`src/rtl/reciprocal_arbiter.sv`:
```
// rtl/reciprocal_arbiter.sv - round-robin front end sharing one Q16.16 reciprocal datapath
// Clients get one-hot grants; results return by tag into per-client held slots.
module reciprocal_arbiter #(
  parameter int NB_REQUESTERS = 4,
  parameter int RECIP_LATENCY = 0
) (
  input  logic                          clk,
  input  logic                          reset_ni,
  input  logic [NB_REQUESTERS-1:0]      req_valid_i,
  input  logic [NB_REQUESTERS*32-1:0]   req_x_i,
  output logic [NB_REQUESTERS-1:0]      req_ready_o,
  output logic [NB_REQUESTERS-1:0]      rsp_valid_o,
  output logic [NB_REQUESTERS*32-1:0]   rsp_z_o,
  input  logic [NB_REQUESTERS-1:0]      rsp_ready_i,
  output logic [31:0]                   recip_x_o,
  input  logic [31:0]                   recip_z_i,
  output logic                          busy_o
);
  localparam int N     = NB_REQUESTERS;
  localparam int TW    = (N > 1) ? $clog2(N) : 1;
  localparam int DEPTH = RECIP_LATENCY + 1;

  logic [TW-1:0] ptr;
  logic [DEPTH-1:0] pipe_valid;
  logic [TW-1:0] pipe_tag [DEPTH];
  logic [31:0] slot [N];

  logic [N-1:0] busy;
  logic [N-1:0] eligible;
  logic [N-1:0] grant;
  logic [TW-1:0] grant_tag;
  logic [TW:0] sum;
  logic accept;
  logic [31:0] sel_x;
  logic capture;
  logic [TW-1:0] cap_tag;
  logic [N-1:0] cap_set;
  logic [N-1:0] rsp_fire;

  // A client stays busy from acceptance until its held result is consumed.
  always_comb begin
    busy = rsp_valid_o;
    for (int s = 0; s < DEPTH; s++) begin
      if (pipe_valid[s]) busy[pipe_tag[s]] = 1'b1;
    end
  end

  assign eligible = req_valid_i & ~busy;

  // Scan offsets from the far end so the client closest to ptr wins last.
  always_comb begin
    grant = '0;
    grant_tag = '0;
    sum = '0;
    for (int off = N - 1; off >= 0; off--) begin
      sum = {1'b0, ptr} + (TW+1)'(off);
      if (sum >= (TW+1)'(N)) sum = sum - (TW+1)'(N);
      if (eligible[sum[TW-1:0]]) begin
        grant = '0;
        grant[sum[TW-1:0]] = 1'b1;
        grant_tag = sum[TW-1:0];
      end
    end
    if (!reset_ni) begin
      grant = '0;
      grant_tag = '0;
    end
  end

  assign req_ready_o = grant;
  assign accept = |grant;

  always_comb begin
    sel_x = '0;
    for (int i = 0; i < N; i++) begin
      if (grant[i]) sel_x = req_x_i[i*32 +: 32];
    end
  end

  assign capture  = pipe_valid[DEPTH-1];
  assign cap_tag  = pipe_tag[DEPTH-1];
  assign rsp_fire = rsp_valid_o & rsp_ready_i;

  always_comb begin
    cap_set = '0;
    if (capture) cap_set[cap_tag] = 1'b1;
  end

  always_ff @(posedge clk or negedge reset_ni) begin
    if (!reset_ni) begin
      ptr       <= '0;
      recip_x_o <= '0;
    end else if (accept) begin
      ptr       <= (grant_tag == TW'(N - 1)) ? '0 : grant_tag + TW'(1);
      recip_x_o <= sel_x;
    end
  end

  // Tag/valid delay line matching the datapath latency.
  always_ff @(posedge clk or negedge reset_ni) begin
    if (!reset_ni) begin
      pipe_valid <= '0;
      for (int s = 0; s < DEPTH; s++) pipe_tag[s] <= '0;
    end else begin
      pipe_valid[0] <= accept;
      pipe_tag[0]   <= grant_tag;
      for (int s = 1; s < DEPTH; s++) begin
        pipe_valid[s] <= pipe_valid[s-1];
        pipe_tag[s]   <= pipe_tag[s-1];
      end
    end
  end

  always_ff @(posedge clk or negedge reset_ni) begin
    if (!reset_ni) begin
      rsp_valid_o <= '0;
      for (int i = 0; i < N; i++) slot[i] <= '0;
    end else begin
      rsp_valid_o <= (rsp_valid_o & ~rsp_fire) | cap_set;
      if (capture) slot[cap_tag] <= recip_z_i;
    end
  end

  always_comb begin
    rsp_z_o = '0;
    for (int i = 0; i < N; i++) rsp_z_o[i*32 +: 32] = slot[i];
  end

  assign busy_o = |busy;

  capture_into_empty_slot: assert property (
    @(posedge clk) disable iff (!reset_ni) capture |-> !rsp_valid_o[cap_tag]);

endmodule

```
`config.mk`:
```
export PLATFORM = sky130hd
export DESIGN_NAME = reciprocal_arbiter
export DESIGN_NICKNAME = d
export VERILOG_FILES = /design/src/rtl/reciprocal_arbiter.sv
export SDC_FILE = /design/constraint.sdc
export NUM_CORES = 1
export LEC_CHECK = 0
export CORE_UTILIZATION = 45
export CTS_BUF_LIST = sky130_fd_sc_hd__clkbuf_16
export CTS_CLUSTER_SIZE = 40
export DETAILED_ROUTE_END_ITERATION = 6
export GPL_TIMING_DRIVEN = 0
export PLACE_DENSITY = 0.95
export SLEW_MARGIN = 30
export SYNTH_ARGS = -nofsm -noshare
export SYNTH_HDL_FRONTEND = slang
export SYNTH_SLANG_ARGS = --single-unit
export TNS_END_PERCENT = 100
```
`constraint.sdc`:
```
create_clock -name clk -period 9 [get_ports clk]
set_input_delay 0.9 -clock clk [delete_from_list [all_inputs] [get_ports clk]]
set_output_delay 0.9 -clock clk [all_outputs]
set_load 0.02 [all_outputs]
```
==> results of run 1 <==
[metal layers]
metal / vias to the layer above / routed length, um
met5: - / 0
met4: 0 / 1415
met3: 113 / 2613
met2: 466 / 14050
met1: 3868 / 10700
li1: 3611 / -
[cell usage in the layout (no fill, tap or decap), types with 3 or more instances in the layout]
cell type / instances
clkdlybuf4s50_1: 337
nand2_1: 293
dfrtp_1: 169
clkbuf_1: 52
inv_1: 42
and3_1: 41
nand3_1: 38
a21oi_1: 36
a221oi_1: 35
mux2_2: 33
a221o_1: 33
clkbuf_16: 17
o21ai_0: 9
nor2_1: 7
buf_1: 5
a311oi_1: 4
ha_1: 4
inv_6: 4
mux2i_1: 3
nand3b_1: 3
nand4_1: 3
and3b_1: 3
nor3b_1: 3
o22ai_1: 3
buf_6: 3
clkinv_8: 3
[critical path, delay by kind of cell (launching register included)]
family / cells / cell delay (ps)
AO/OA/AOI/OAI: 2 / 530
flip-flops: 1 / 390
adder cells (fa/ha/maj): 1 / 320
AND/OR/NAND/NOR: 3 / 870
buffers and inverters: 6 / 2290
[logic make-up (layout without fill, tap and decap cells)]
logic type	count (synthesis)	count (layout)
adder cells (fa/ha/maj)	4	4
flip-flops	169	169
AND/OR/NAND/NOR	397	397
AO/OA/AOI/OAI	130	130
buffers and inverters	105	477
multiplexers	37	37
[stage by stage]
stage	setup slack, ps	hold WS [ps]	cell area (um^2)
final	3271	251.1	12150
after global routing	2886	236.0	12150
after CTS	3318	235.2	12150
after detailed placement	3748	462.0	11560
after global placement	-2477	457.1	11500
after floorplan	5027	580.1	7838
[power groups by stage]
stage          Clock [uW]  Combinational [uW]  Sequential [uW]
6_report              741                3140             1400
3_3_place_gp            0                3010             1370
4_1_cts               752                3130             1400
5_1_grt               780                3350             1440
3_5_place_dp            0                3110             1400
2_1_floorplan           0                1310             1830
[sequential cells by signal, indices dropped and copies added, names as in the netlist]
register / count
rsp_z_o: 128
recip_x_o: 32
rsp_valid_o: 4
cap_tag: 2
ptr: 2
capture: 1
[worst min-delay path by stage]
stage,startpoint,end,slack [ps],cells past startpoint
global route,reset_ni,recip_x_o[10],240,1
floorplan,rsp_z_o[0],rsp_z_o[0],580,2
global placement,rsp_z_o[47],rsp_z_o[47],460,2
CTS,reset_ni,recip_x_o[10],240,1
detailed placement,rsp_z_o[38],rsp_z_o[38],460,2
finish,reset_ni,recip_x_o[10],250,1
[cell type report]
cell class	count	area, um^2	area share, %
buffer	62	257.7	2.122
clock buffer	17	425.4	3.502
clock inverter	15	165.2	1.360
inverter	43	161.4	1.329
multi-input combinational	568	3189	26.26
sequential	169	4229	34.82
tap	220	275.3	2.266
timing repair buffer	340	3443	28.35
==> run_results.csv, run 1 <==
group,metric,value,unit
outcome,status,"finished clean",
grt,grt_usage,32.17,%
timing,tns,0,ps
run,max_cap_viol_count,0,
synthesis,synth_area_leaders,"dfrtp_1 54%, nand2_1 14%, mux2_2 4.7%, a221o_1 4.2%, a221oi_1 3.9%",
cts,numCtsBuffers,17,
timing,skew,7.449,ps
pwr,power.total,5286,uW
timing,grt_setup_unrepaired,"false",
pwr,swShare,44.44,%
drt,drt-wirelength-per-cell,20.07,um
placement,placedCellCount,1402,
synthesis,yosysWarnings,0,
drt,vias,8058,
floorplanning,num_rows,47,
synthesis,yosysTopAreaCellShare,53.96,%
drt,drc,0,
cts,clock_latency,430,ps
synthesis,synth_compound_area_share,12.72,%
pwr,power_frac_clock,14.0,%
drt,firstDrtPassIters,5,
cts,cts_hold_buffers,0,
pwr,p_leak,0.005535,uW
cts,cts.sinks,169,
synthesis,ys_seq_area_share,53.96,%
synthesis,synth_xor_area_share,0,%
finish,drive_gt1_share,6.507,%
drt,routed_wirelength,28780,um
timing,layout_min_cycle_time,5729,ps
finish,final_core_utilization,72.22,%
critical_path,crit_end,"req_ready_o[3]",
grt,gr-usage-met1,37.29,%
synthesis,synth-edff-count,0,
floorplanning,io_pins,339,
timing,hold_viol,0,
placement,post-dp-hpwl,20960,um
synthesis,synthCells,842,
synthesis,synth_mux_area_share,5.412,%
drt,ant_nets,0,
pwr,powerDensity,435.2,mW/mm^2
floorplanning,die_h,134.0,um
pwr,p_int,2937,uW
timing,setup_viol,0,
finish,fillers,1198,
timing,tightest_slew,857.8,ps
cts,cts_setup_buffers,0,
finish,antenna_cells,0,
floorplanning,dieWidth,134.0,um
critical_path,r2r-end,"recip_x_o[24]",
grt,grt_max_degree,90,
timing,relSlewSlack,41.91,%
critical_path,crit_path_start,"ptr[0]",
drt,drtIter0Drc,583,
grt,gr-usage-met2,54.17,%
drt,via_per_inst,5.619,
finish,area_growth,54.98,%
placement,place.gp.congestion,0.9070,
finish,layout.cells.non_filler,1434,
finish,nets,1375,
grt,met3_usage,9.448,%
synthesis,synth-simple-area-share,21.92,%
grt,grt_pass1_wl,44300,um
synthesis,synth_fa_ha_area_share,0.6386,%
pwr,power_frac_comb,59.5,%
critical_path,r2r_setup_slack,4670,ps
synthesis,synth_cell_types,37,
critical_path,path_cells,"clkbuf_1, inv_1, ha_1, clkbuf_1, or3b_2, o22ai_1, o21ai_0, nand4_1, and3_1, clkbuf_1, clkbuf_1, clkdlybuf4s50_1",
critical_path,critPathLaunchType,"register",
min_path,hp-class,"in -> async",
synthesis,netlist_top_cells_count,"293 x nand2_1, 169 x dfrtp_1, 52 x clkbuf_1",
critical_path,r2r-start,"ptr[0]",
synthesis,syn_area_per_cell,9.308,um^2
synthesis,synth_ff_type,"dfrtp_1",
cts,cts-htree-levels,4,
synthesis,synthArstFlopShare,100.0,%
cts,clk_pin_slew,70,ps
synthesis,synth.most_common_cell,"nand2_1",
timing,post-route-period-util,63.66,%
grt,antenna_found_initial,0,
floorplanning,core,0.01682,mm^2
pwr,power.switching,2349,uW
critical_path,crit_fanout,10,
cts,cts.path.max_buffers,2,
critical_path,cpMostUsedCell,"clkbuf_1",
cts,cts_resized,0,
pwr,pwr-share-seq,26.5,%
floorplanning,dieArea,0.01795,mm^2
timing,fmax,174.5,MHz
synthesis,syn_nets,1016,
pwr,peakVddDrop,0.2559,mV
critical_path,reg2reg_depth,14,
critical_path,slowest_delay,700,ps
synthesis,synth_top_family_by_area,"simple AND/OR/NAND/NOR gates",
grt,overflow,0,
timing,maxSlewViolCount,0,
grt,grt_pass1_vias,8230,
cts,cts_tree,"built",
placement,portBuffers,338,
synthesis,synth-seq-cells,169,
synthesis,synth_area,0.007838,mm^2
grt,grt-busiest-layer,"met2",
floorplanning,start_util,46.60,%
critical_path,critical_path_class,"reg -> out",
critical_path,required,8100,ps
critical_path,slowest_stage,"clkdlybuf4s50_1",
cts,root_buffer,"clkbuf_16",
synthesis,synth_top_area_cell,"dfrtp_1",
critical_path,arrival,4830,ps
critical_path,end_kind,"output port",
Power figures use the tool's default switching activity.
==> run 2, diff against run 1 <==
--- a/config.mk
+++ b/config.mk
@@ -5,12 +5,12 @@
 export SDC_FILE = /design/constraint.sdc
 export NUM_CORES = 1
 export LEC_CHECK = 0
-export CORE_UTILIZATION = 45
+export CORE_UTILIZATION = 39
 export CTS_BUF_LIST = sky130_fd_sc_hd__clkbuf_16
 export CTS_CLUSTER_SIZE = 40
 export DETAILED_ROUTE_END_ITERATION = 6
 export GPL_TIMING_DRIVEN = 0
-export PLACE_DENSITY = 0.95
+export PLACE_DENSITY = 0.89
 export SLEW_MARGIN = 30
 export SYNTH_ARGS = -nofsm -noshare
 export SYNTH_HDL_FRONTEND = slang
==> constraint.sdc (replaced) <==
create_clock -name clk -period 4.78 [get_ports clk]
set_input_delay 0.478 -clock clk [delete_from_list [all_inputs] [get_ports clk]]
set_output_delay 0.478 -clock clk [all_outputs]
set_load 0.02 [all_outputs]
==> run 2 against run 1 <==
  * Clock power grew 88%
  * Final area grew 0.39%
  * Count of clock-buffer cells in the layout is the same
  * Via count shrank 2.4%
  * Worst setup slack lost 3100 ps
  * Critical path type unchanged
  * Critical endpoint is now req_ready_o[2]
==> run_results.csv, run 2 (synthesized netlist as in run 1, its figures left out) <==
group,metric,value,unit
finish,area_growth,55.59,%
critical_path,cp.depth,11,
cts,clk_pin_slew,80,ps
drt,drt-wirelength-per-cell,18.68,um
placement,place.gp.congestion,0.8890,
grt,grt_pass1_wl,42050,um
grt,grt_max_degree,89,
critical_path,reg2reg_depth,13,
pwr,peakVddDrop,0.4329,mV
floorplanning,dieWidth,143.8,um
timing,grt_setup_unrepaired,"false",
pwr,powerDensity,808.8,mW/mm^2
finish,largest_reg_flops,128,
floorplanning,io_pins,339,
drt,ant_nets,0,
critical_path,slowest_delay,650,ps
cts,cts-htree-levels,4,
floorplanning,start_util,40.01,%
finish,fin_area,0.01219,mm^2
cts,cts_setup_buffers,0,
finish,fillers,1591,
cts,root_buffer,"clkbuf_16",
floorplanning,core,0.01959,mm^2
finish,multi_input_area,0.003198,mm^2
drt,routed_wirelength,27550,um
cts,cts_hold_buffers,0,
cts,numCtsBuffers,17,
placement,post-dp-hpwl,20290,um
critical_path,path_cells,"inv_1, ha_1, clkbuf_1, or3b_2, o22ai_1, o21a_1, a311oi_1, o22ai_1, clkbuf_2, clkbuf_2, clkdlybuf4s50_1",
timing,setup_viol,0,
timing,fmax,218.3,MHz
min_path,hp-class,"in -> async",
cts,cts_resized,5,
critical_path,r2r_setup_slack,650,ps
grt,overflow,0,
timing,relSlewSlack,50.49,%
floorplanning,die_h,143.8,um
cts,cts.sinks,169,
critical_path,crit_buf_inv,5,
critical_path,end_kind,"output port",
critical_path,path_delay_family,"buffers and inverters",
drt,firstDrtPassIters,5,
finish,antenna_cells,0,
critical_path,critical_path_class,"reg -> out",
grt,grt_usage,26.53,%
run,max_cap_viol_count,0,
critical_path,required,4300,ps
timing,maxSlewViolCount,0,
critical_path,slowest_stage,"clkdlybuf4s50_1",
timing,layout_min_cycle_time,4580,ps
finish,nets,1371,
critical_path,arrival,4100,ps
pwr,power.total,9863,uW
timing,tightest_slew,742.7,ps
drt,vias,7865,
finish,final_common_cell,"clkdlybuf4s50_1",
grt,grt_pass1_vias,7877,
floorplanning,num_rows,51,
cts,cts.path.max_buffers,2,
timing,skew,10.42,ps
grt,antenna_found_initial,2,
drt,drtIter0Drc,350,
drt,drc,0,
placement,post_dp_cell_area,0.01159,mm^2
pwr,p_leak,0.005540,uW
timing,post-route-period-util,95.82,%
timing,hold_viol,0,
cts,cts_tree,"built",
placement,portBuffers,338,
cts,clock_latency,430,ps
outcome,status,"finished clean",
critical_path,critPathLaunchType,"register",
finish,final_cell_mix,"337 x clkdlybuf4s50_1, 293 x nand2_1, 168 x dfrtp_1",
floorplanning,dieArea,0.02067,mm^2
drt,via_per_inst,5.332,
finish,drive_gt1_share,7.190,%
critical_path,crit_fanout,10,
finish,register_area,0.004230,mm^2
==> run 2: changes by cell type in the layout (fill, tap and decap cells not counted), sizes merged <==
cell      before  now
buf           13   11
clkinv         7    9
clkinvlp       2    1
clkbuf        69   67
bufinv         1    0
==> run 2: final cells by class <==
class	instances	area share [%]
buffer	59	2.062
clock buffer	17	3.489
clock inverter	15	1.478
inverter	43	1.324
multi-input combinational	568	26.23
sequential	169	34.69
tap	265	2.719
timing repair buffer	339	28.01
==> run 2: final timing paths <==
kind / startpoint / endpoint
max: ptr[0] / req_ready_o[2]
min: reset_ni / rsp_z_o[103]
max reg2reg: ptr[0] / recip_x_o[5]
min reg2reg: rsp_z_o[119] / rsp_z_o[119]
max in group asynchronous: reset_ni / recip_x_o[0]
min in group clk: rsp_z_o[119] / rsp_z_o[119]
==> run 2: per-stage QoR <==
step | std cells | setup slack [ps] | hold WS, ps | TNS, ps | util (%)
floorplan | 842 | 1195 | 182.4 | 0 | -
global placement | 1445 | -5981 | 456.6 | -857690 | 58.97
detailed placement | 1446 | -80.42 | 461.7 | -80.42 | 59.17
CTS | 1475 | 95.87 | 61.21 | 0 | 62.23
global route | 1475 | 6.918 | 66.94 | 0 | 62.25
finish | 1475 | 199.7 | 39.86 | 0 | 62.25
==> run 2: report_power, final <==
part / switching, uW / internal, uW
Combinational: 3250 / 2610
Sequential: 432 / 2190
Clock: 685 / 708
==> run 2: worst reg2reg max path: cells and delay by family (launching register included) <==
family | cells | cell delay [ps]
AOI/OAI and AO/OA | 7 | 1670
buffers and inverters | 4 | 1150
and+or+nand+nor | 1 | 490
DFF | 1 | 480
adders and majority gates | 1 | 270
==> run 2: metal layers <==
| metal | part of all wire (%) | global-route usage [%] | up-vias |
|---|---|---|---|
| li1 | - | - | 3606 |
| met1 | 39 | 30.20 | 3864 |
| met2 | 50 | 46.60 | 328 |
| met3 | 8.4 | 8.431 | 63 |
| met4 | 2.8 | 9.351 | 4 |
| met5 | 0.094 | 0 | - |
